$ cat src/rtl/mpc_types.sv
// Shared types and sizing for the memory-path request crossbar.
// Defines channel/bank counts, bus widths and the request payload carried through each bank FIFO.
// The helper ch_wrap_inc advances a channel index modulo NUM_CH (NUM_CH need not be a power of two).
package mpc_types;
  localparam int NUM_CH     = 3;
  localparam int NUM_BANK   = 4;
  localparam int ADDR_W     = 32;
  localparam int DATA_W     = 128;
  localparam int CH_W       = $clog2(NUM_CH);
  localparam int BK_W       = $clog2(NUM_BANK);
  localparam int FIFO_DEPTH = 2;

  typedef struct packed {
    logic              we;
    logic [ADDR_W-1:0] addr;
    logic [DATA_W-1:0] data;
    logic [CH_W-1:0]   ch_id;
  } req_payload_t;

  function automatic logic [CH_W-1:0] ch_wrap_inc(input logic [CH_W-1:0] c);
    return (c == CH_W'(NUM_CH - 1)) ? '0 : c + 1'b1;
  endfunction
endpackage

$ cat src/rtl/req_xbar_bank_port.sv
// One bank port: round-robin arbiter over all channels feeding a 2-entry FIFO toward the bank.
// Latency: a grant accepted in cycle N is at the FIFO head in N+1 when the FIFO was empty.
// Backpressure: grant_rdy is forced low while the FIFO is full; head_rdy never reaches grant_rdy.
// Ports: req_vld/ch_pl from the channels, grant_rdy back to them, head_vld/head_rdy/head_dat to the bank.
module req_xbar_bank_port
  import mpc_types::*;
(
  input  logic              clk,
  input  logic              rst,
  input  logic [NUM_CH-1:0] req_vld,
  input  req_payload_t      ch_pl [NUM_CH],
  output logic [NUM_CH-1:0] grant_rdy,
  output logic              head_vld,
  input  logic              head_rdy,
  output req_payload_t      head_dat
);
  logic [CH_W-1:0]   ptr_q, ptr_d;
  logic [NUM_CH-1:0] grant;
  logic [CH_W-1:0]   win;
  logic              any_grant;
  logic              full;
  logic              push;
  req_payload_t      sel_pl;

  // Two passes: first the channels at or above the pointer, then wrap to the lowest requester.
  always_comb begin
    grant     = '0;
    win       = '0;
    any_grant = 1'b0;
    sel_pl    = '0;
    for (int c = 0; c < NUM_CH; c++) begin
      if (!any_grant && req_vld[c] && (c >= int'(ptr_q))) begin
        grant[c]  = 1'b1;
        win       = CH_W'(c);
        sel_pl    = ch_pl[c];
        any_grant = 1'b1;
      end
    end
    for (int c = 0; c < NUM_CH; c++) begin
      if (!any_grant && req_vld[c]) begin
        grant[c]  = 1'b1;
        win       = CH_W'(c);
        sel_pl    = ch_pl[c];
        any_grant = 1'b1;
      end
    end
  end

  assign push      = any_grant && !full && !rst;
  assign grant_rdy = push ? grant : '0;

  always_comb begin
    ptr_d = ptr_q;
    if (push) begin
      ptr_d = ch_wrap_inc(win);
    end
  end

  always_ff @(posedge clk or posedge rst) begin
    if (rst) begin
      ptr_q <= '0;
    end else begin
      ptr_q <= ptr_d;
    end
  end

  sync_fifo #(
    .WIDTH($bits(req_payload_t)),
    .DEPTH(FIFO_DEPTH)
  ) u_fifo (
    .clk      (clk),
    .rst      (rst),
    .push     (push),
    .push_dat (sel_pl),
    .pop      (head_rdy),
    .head_dat (head_dat),
    .head_vld (head_vld),
    .full     (full)
  );
endmodule

$ cat src/rtl/sync_fifo.sv
// Generic synchronous FIFO; latency: pushed entry visible at head the cycle after push.
// Backpressure: push is ignored while full (full depends only on the registered count).
// Ports: push/push_dat write side, pop/head_dat/head_vld read side, full status; async active-high rst.
module sync_fifo #(
  parameter int WIDTH = 8,
  parameter int DEPTH = 2
) (
  input  logic             clk,
  input  logic             rst,
  input  logic             push,
  input  logic [WIDTH-1:0] push_dat,
  input  logic             pop,
  output logic [WIDTH-1:0] head_dat,
  output logic             head_vld,
  output logic             full
);
  localparam int PTR_W = (DEPTH > 1) ? $clog2(DEPTH) : 1;
  localparam int CNT_W = $clog2(DEPTH + 1);

  logic [WIDTH-1:0] mem_q [DEPTH];
  logic [WIDTH-1:0] mem_d [DEPTH];
  logic [PTR_W-1:0] wr_ptr_q, wr_ptr_d;
  logic [PTR_W-1:0] rd_ptr_q, rd_ptr_d;
  logic [CNT_W-1:0] cnt_q, cnt_d;
  logic             do_push, do_pop;

  function automatic logic [PTR_W-1:0] ptr_inc(input logic [PTR_W-1:0] p);
    return (p == PTR_W'(DEPTH - 1)) ? '0 : p + 1'b1;
  endfunction

  assign full     = (cnt_q == CNT_W'(DEPTH));
  assign head_vld = (cnt_q != '0);
  assign do_push  = push && !full;
  assign do_pop   = pop && head_vld;
  assign head_dat = mem_q[rd_ptr_q];

  always_comb begin
    mem_d    = mem_q;
    wr_ptr_d = wr_ptr_q;
    rd_ptr_d = rd_ptr_q;
    cnt_d    = cnt_q;
    if (do_push) begin
      mem_d[wr_ptr_q] = push_dat;
      wr_ptr_d        = ptr_inc(wr_ptr_q);
    end
    if (do_pop) begin
      rd_ptr_d = ptr_inc(rd_ptr_q);
    end
    // Simultaneous push and pop leaves the occupancy unchanged.
    case ({do_push, do_pop})
      2'b10:   cnt_d = cnt_q + 1'b1;
      2'b01:   cnt_d = cnt_q - 1'b1;
      default: cnt_d = cnt_q;
    endcase
  end

  always_ff @(posedge clk or posedge rst) begin
    if (rst) begin
      for (int i = 0; i < DEPTH; i++) begin
        mem_q[i] <= '0;
      end
      wr_ptr_q <= '0;
      rd_ptr_q <= '0;
      cnt_q    <= '0;
    end else begin
      for (int i = 0; i < DEPTH; i++) begin
        mem_q[i] <= mem_d[i];
      end
      wr_ptr_q <= wr_ptr_d;
      rd_ptr_q <= rd_ptr_d;
      cnt_q    <= cnt_d;
    end
  end
endmodule

$ cat src/rtl/req_xbar_core.sv
// Request crossbar: NUM_CH channels to NUM_BANK banks, per-bank RR arbiter + 2-entry FIFO, ch_id forwarded.
// Latency: request accepted in cycle N is presented to an empty bank in cycle N+1.
// Backpressure: u_ch_req_ready depends only on grants and registered FIFO fullness, never on d_bank_req_ready.
// Ports: u_ch_req_* upstream valid/ready channel requests; d_bank_req_* downstream per-bank valid/ready heads.
module req_xbar_core
  import mpc_types::*;
(
  input  logic                               clk,
  input  logic                               rst,
  input  logic [NUM_CH-1:0]                  u_ch_req_valid,
  output logic [NUM_CH-1:0]                  u_ch_req_ready,
  input  logic [NUM_CH-1:0][BK_W-1:0]        u_ch_req_bank_id,
  input  logic [NUM_CH-1:0]                  u_ch_req_we,
  input  logic [NUM_CH-1:0][ADDR_W-1:0]      u_ch_req_addr,
  input  logic [NUM_CH-1:0][DATA_W-1:0]      u_ch_req_data,
  output logic [NUM_BANK-1:0]                d_bank_req_valid,
  input  logic [NUM_BANK-1:0]                d_bank_req_ready,
  output logic [NUM_BANK-1:0]                d_bank_req_we,
  output logic [NUM_BANK-1:0][ADDR_W-1:0]    d_bank_req_addr,
  output logic [NUM_BANK-1:0][DATA_W-1:0]    d_bank_req_data,
  output logic [NUM_BANK-1:0][CH_W-1:0]      d_bank_req_ch_id
);
  req_payload_t      ch_pl     [NUM_CH];
  logic [NUM_CH-1:0] bank_req  [NUM_BANK];
  logic [NUM_CH-1:0] bank_rdy  [NUM_BANK];
  req_payload_t      bank_head [NUM_BANK];

  // Each channel's payload is tagged with its own index so the winner carries its origin.
  always_comb begin
    for (int c = 0; c < NUM_CH; c++) begin
      ch_pl[c].we    = u_ch_req_we[c];
      ch_pl[c].addr  = u_ch_req_addr[c];
      ch_pl[c].data  = u_ch_req_data[c];
      ch_pl[c].ch_id = CH_W'(c);
    end
  end

  always_comb begin
    for (int b = 0; b < NUM_BANK; b++) begin
      for (int c = 0; c < NUM_CH; c++) begin
        bank_req[b][c] = u_ch_req_valid[c] && (u_ch_req_bank_id[c] == BK_W'(b));
      end
    end
  end

  // A channel targets exactly one bank, so OR-ing every bank's grant yields its ready.
  always_comb begin
    u_ch_req_ready = '0;
    for (int b = 0; b < NUM_BANK; b++) begin
      u_ch_req_ready = u_ch_req_ready | bank_rdy[b];
    end
  end

  for (genvar b = 0; b < NUM_BANK; b++) begin : g_bank
    req_xbar_bank_port u_port (
      .clk       (clk),
      .rst       (rst),
      .req_vld   (bank_req[b]),
      .ch_pl     (ch_pl),
      .grant_rdy (bank_rdy[b]),
      .head_vld  (d_bank_req_valid[b]),
      .head_rdy  (d_bank_req_ready[b]),
      .head_dat  (bank_head[b])
    );

    a_grant_onehot: assert property (@(posedge clk) disable iff (rst) $onehot0(bank_rdy[b]));
  end

  always_comb begin
    for (int b = 0; b < NUM_BANK; b++) begin
      d_bank_req_we[b]    = bank_head[b].we;
      d_bank_req_addr[b]  = bank_head[b].addr;
      d_bank_req_data[b]  = bank_head[b].data;
      d_bank_req_ch_id[b] = bank_head[b].ch_id;
    end
  end

  for (genvar c = 0; c < NUM_CH; c++) begin : g_ch_sva
    a_hold_until_ready: assert property (@(posedge clk) disable iff (rst)
      u_ch_req_valid[c] && !u_ch_req_ready[c] |=> u_ch_req_valid[c]
        && $stable(u_ch_req_bank_id[c]) && $stable(u_ch_req_we[c])
        && $stable(u_ch_req_addr[c]) && $stable(u_ch_req_data[c]));
    a_bank_in_range: assert property (@(posedge clk) disable iff (rst)
      u_ch_req_valid[c] |-> (int'(u_ch_req_bank_id[c]) < NUM_BANK));
  end
endmodule
$ cat config.mk
export PLATFORM = sky130hd
export DESIGN_NAME = req_xbar_core
export DESIGN_NICKNAME = d
export VERILOG_FILES = /design/src/rtl/mpc_types.sv /design/src/rtl/req_xbar_bank_port.sv /design/src/rtl/sync_fifo.sv /design/src/rtl/req_xbar_core.sv
export SDC_FILE = /design/constraint.sdc
export NUM_CORES = 2
export LEC_CHECK = 0
export CAP_MARGIN = 15
export CORE_AREA = 5 5 443 445
export DETAILED_ROUTE_END_ITERATION = 8
export DIE_AREA = 0 0 448 450
export SETUP_SLACK_MARGIN = 0.02
export SYNTH_ARGS = -nofsm -noshare
export SYNTH_HDL_FRONTEND = slang
export SYNTH_SLANG_ARGS = --single-unit
$ cat constraint.sdc
create_clock -name clk -period 71.5 [get_ports clk]
set_input_delay 14.3 -clock clk [delete_from_list [all_inputs] [get_ports clk]]
set_output_delay 14.3 -clock clk [all_outputs]
set_load 0.03 [all_outputs]
==> results_tabular.tex <==
\begin{tabular}{lr}
\hline
Metric & Value \\
\hline
\multicolumn{2}{l}{\textbf{Floorplan}} \\
\quad Die height & 450 um \\
\quad Top-level port count & 1,157 \\
\quad Area of the die & 202,000 um\^{}2 \\
\quad Horizontal extent of the die & 448 um \\
\quad Core Area & 192,000 um\^{}2 \\
\quad Row cnt & 161 \\
\quad Effective utilization at floorplan & 40.7\% \\
\multicolumn{2}{l}{\textbf{Power}} \\
\quad Max VDD drop & 0.0365 mV \\
\quad Leakage component of the power & 34.3 nW \\
\quad Internal Power & 0.00271 W \\
\quad Switching power of the nets & 0.00227 W \\
\quad Clock power frac & 17.2\% \\
\quad Logic pwr share & 55.5\% \\
\quad Net Sw Frac & 45.6\% \\
\quad Sequential share of power & 27.3\% \\
\quad Cell Pwr Density & 51.9 nW/um\^{}2 \\
\multicolumn{2}{l}{\textbf{Yosys}} \\
\quad Most instantiated library cell after synthesis & sky130\_fd\_sc\_hd\_\_a31oi\_1 \\
\quad Parity-gate share of the synthesized area counting xor and xnor cells & 0.202\% \\
\quad Post-synthesis adder-cell area fraction & 0.0640\% \\
\quad Post-synthesis sequential area ratio & 42.5\% \\
\quad Biggest area contributors in the synthesized netlist & sky130\_fd\_sc\_hd\_\_dfrtp\_1 (43\%), sky130\_fd\_sc\_hd\_\_a31oi\_1 (13\%), sky130\_fd\_sc\_hd\_\_mux2\_2 (9.5\%), sky130\_fd\_sc\_hd\_\_nor2\_1 (6.3\%), sky130\_fd\_sc\_hd\_\_a22oi\_1 (6.2\%) \\
\quad Area of the mapped netlist & 78,100 um\^{}2 \\
\quad Total nets after synthesis & 9,580 \\
\quad Dominant cell type by area after synthesis & sky130\_fd\_sc\_hd\_\_dfrtp\_1 \\
\quad Mux share of post-synthesis cell area & 9.53\% \\
\quad Area share of the leading cell type in the synthesized netlist & 42.5\% \\
\quad Synth Area in Simple Gates & 16.5\% \\
\quad Register bit count reported by yosys & 1,328 \\
\quad Main combinational cell family by area after synthesis & compound AO/OA/AOI/OAI gates \\
\quad Yosys cell types & 59 \\
\quad Number of enable flip-flop cells after synthesis & 0 \\
\quad Avg Synthesized Cell Area & 8.61 um\^{}2 \\
\quad Most used DFF post-synth & sky130\_fd\_sc\_hd\_\_dfrtp\_1 \\
\quad Syn. warnings & 0 \\
\quad Share of synthesized flip-flops with an asynchronous set or reset & 100\% \\
\quad Synthesized netlist cell count & 9,078 \\
\quad Area fraction in compound gates after synthesis & 25.2\% \\
\quad Most frequent cells after synthesis & sky130\_fd\_sc\_hd\_\_a31oi\_1 (1,685), sky130\_fd\_sc\_hd\_\_dfrtp\_1 (1,328), sky130\_fd\_sc\_hd\_\_nor2\_1 (1,304) \\
\multicolumn{2}{l}{\textbf{Drt}} \\
\quad Post-detailed-route via-to-cell ratio & 7.02 \\
\quad DR pass1 iterations & 9 \\
\quad Via count & 85,900 \\
\quad DRC & 1 \\
\quad Remaining antenna violation count & 0 \\
\quad Detailed Route Iter0 Violations & 12,600 \\
\quad Wire length per cell after detailed routing & 32.7 um \\
\quad Total wire length & 400,000 um \\
\multicolumn{2}{l}{\textbf{Final layout}} \\
\quad Share of cells above drive strength 1 & 11.6\% \\
\quad Post-layout net count & 10,000 \\
\quad Final standard cell area without fillers & 96,000 um\^{}2 \\
\quad Syn-to-layout area delta & 22.8\% \\
\quad \# fillers & 18,000 \\
\multicolumn{2}{l}{\textbf{Setup path}} \\
\quad Worst setup path startpoint & u\_ch\_req\_valid[2] \\
\quad Data arrival time of the critical path & 18.80 ns \\
\quad Capturing element type of the critical path & output pin \\
\quad Critical-path maximum fanout & 60 \\
\quad Worst endpoint required time & 57.20 ns \\
\quad CP peak stage delay & 1.01 ns \\
\quad Critical-path cell with the highest stage delay & sky130\_fd\_sc\_hd\_\_and3b\_4 \\
\quad Cell chain of the critical path & clkdlybuf4s50\_1, and3b\_4, buf\_4, nand3\_1, a21oi\_1, o22a\_1, nand3\_1, clkdlybuf4s50\_1 \\
\quad Crit Path Category & in -> out \\
\quad Critical Path Start Type & input pin \\
\quad Launching point of the worst reg2reg path & g\_bank[1].u\_port.ptr\_q[1] \\
\multicolumn{2}{l}{\textbf{Timing}} \\
\quad Tightest slew margin relative to the limit & -4.12\% \\
\quad Largest clock skew in the final design & 0.0342 ns \\
\quad Worst slew pin tran & 1.56 ns \\
\quad Number of slew-limit violations in the final report & 44 \\
\quad Worst setup slack after layout & 38.40 ns \\
\quad Shortest clock period the worst path allows after layout & 33.10 ns \\
\quad Achievable Freq & 0.0302 GHz \\
\quad Setup repair after global routing missed its margin & false \\
\quad Final Hold Violating Endpoints & 0 \\
\quad Post-route clock period utilization & 46.3\% \\
\quad Final-report setup violation count & 0 \\
\quad Total Negative Setup Slacks & 0 ns \\
\multicolumn{2}{l}{\textbf{Clock network}} \\
\quad Skew-Pair Late Insertion Delay & 0.85 ns \\
\quad Post-cts sizing count & 0 \\
\quad Clock slew at reported path FFs & 0.05 ns \\
\quad Root Buffer & sky130\_fd\_sc\_hd\_\_clkbuf\_16 \\
\quad Post-CTS Hold Fix Bufs & 0 \\
\quad Clock buffer depth & 3 \\
\quad Clock sinks & 1,328 \\
\quad Post-CTS setup-driven buffer insertion count & 0 \\
\quad Number of H-tree levels & 4 \\
\quad Number of buffers created by CTS & 162 \\
\quad TritonCTS clock tree & yes \\
\multicolumn{2}{l}{\textbf{Run status}} \\
\quad Failing checks & design-rule violations, max-slew violations \\
\quad Status & finished, violations left \\
\multicolumn{2}{l}{\textbf{Place}} \\
\quad Buffers added on ports & 1,156 \\
\quad RD Place Congestion & 0.860 \\
\quad Placed cell areas & 90,400 um\^{}2 \\
\quad Total half-perimeter wirelength after legalization and detailed placement & 244,000 um \\
\quad Setup slack at placement & 38.57 ns \\
\multicolumn{2}{l}{\textbf{Worst hold path}} \\
\quad Worst hold path type & reg -> reg \\
\quad Startpoint of the most critical hold path & g\_bank[1].u\_port.u\_fifo.cnt\_q[1] \\
\multicolumn{2}{l}{\textbf{GRT}} \\
\quad First-pass GRT wire length & 575,000 um \\
\quad Via count of the first global-routing pass & 81,600 \\
\quad GRT Util Overall & 37.8\% \\
\quad Antenna violations before repair & 58 \\
\quad Remaining global-route overflow & 0 \\
\quad Largest net degree at the start of global routing & 193 \\
\multicolumn{2}{l}{\textbf{Job}} \\
\quad Count of maximum capacitance violations & 0 \\
\hline
\end{tabular}
[cell type report]
cell class / count / area, um^2 / area share, %
multi-input combinational: 6562 / 40500 / 42.2
sequential: 1328 / 33300 / 34.7
timing repair buffer: 1297 / 12800 / 13.3
clock buffer: 243 / 4800 / 5.00
tap: 2526 / 3160 / 3.29
inverter: 171 / 659 / 0.687
clock inverter: 51 / 638 / 0.665
antenna: 51 / 128 / 0.133
[cells by family (layout without fill, tap and decap cells)]
group | count (synthesis) | after routing
AO/OA/AOI/OAI | 2946 | 2946
AND/OR/NAND/NOR | 2933 | 2933
flip-flops | 1328 | 1328
buffers and inverters | 1188 | 1762
multiplexers | 661 | 661
XOR/XNOR | 18 | 18
adder cells (fa/ha/maj) | 4 | 4
other | 0 | 51
[critical path: cells and delay by family]
kind	cells	cell delay [ns]
buffers and inverters	3	2.47
AND/OR/NAND/NOR	3	1.50
AO/OA/AOI/OAI	2	0.44
[worst paths after layout]
| kind | cells past startpoint | slack [ns] | to |
|---|---|---|---|
| max | 8 | 38.40 | u_ch_req_ready[0] |
| min | 1 | 0.48 | g_bank[1].u_port.u_fifo.cnt_q[1] |
| max reg2reg | 7 | 66.46 | g_bank[1].u_port.u_fifo.mem_q[162] |
| min reg2reg | 1 | 0.48 | g_bank[1].u_port.u_fifo.cnt_q[1] |
| max in group asynchronous | 4 | 54.64 | g_bank[3].u_port.u_fifo.mem_q[18] |
| min in group asynchronous | 2 | 14.23 | g_bank[2].u_port.u_fifo.wr_ptr_q |
[cell usage in the layout, fill, tap and decap left out, types with 323 or more instances in the layout]
cell and count:
sky130_fd_sc_hd__a22oi_1 646, sky130_fd_sc_hd__a31oi_1 1685, sky130_fd_sc_hd__clkdlybuf4s50_1 1156, sky130_fd_sc_hd__dfrtp_1 1322, sky130_fd_sc_hd__mux2_2 661, sky130_fd_sc_hd__nand2_1 673, sky130_fd_sc_hd__nand4_1 323, sky130_fd_sc_hd__nor2_1 1302
sky130_fd_sc_hd__nor3_1 483, sky130_fd_sc_hd__o22ai_1 325
[power by group through the flow]
stage / registers (W) / logic (W) / clock network (W)
finish: 0.00136 / 0.00276 / 0.000856
global route: 0.00141 / 0.00286 / 0.000892
CTS: 0.00136 / 0.00273 / 0.000863
detailed placement: 0.00137 / 0.00272 / 0
global placement: 0.00134 / 0.00270 / 0
floorplan: 0.00130 / 0.00163 / 0
[through the flow]
| stage | util [%] | instances | power (W) | hold WS [ns] |
|---|---|---|---|---|
| global placement | 47.1 | 11900 | 0.00404 | 0.464 |
| global route | 50.0 | 12200 | 0.00516 | 0.503 |
| floorplan | - | 9078 | 0.00293 | 0.444 |
| finish | 50.0 | 12200 | 0.00498 | 0.484 |
| CTS | 50.0 | 12200 | 0.00495 | 0.486 |
| detailed placement | 47.1 | 11900 | 0.00409 | 0.475 |
[per-layer routing]
metal,up-vias,share of wire (%),GRT usage [%]
met4,16,8.7,27.2
met1,41900,37,48.1
met5,-,0.026,0.168
met3,1603,12,9.63
li1,35500,-,-
met2,6904,43,55.8
[registers in the layout, indices dropped and copies added, names as in the netlist]
signal	count
g_bank.u_port.u_fifo.wr_ptr_q	4
g_bank.u_port.u_fifo.cnt_q	8
g_bank.u_port.u_fifo.rd_ptr_q	4
g_bank.u_port.u_fifo.mem_q	1304
g_bank.u_port.ptr_q	8
Power figures use the tool's default switching activity.
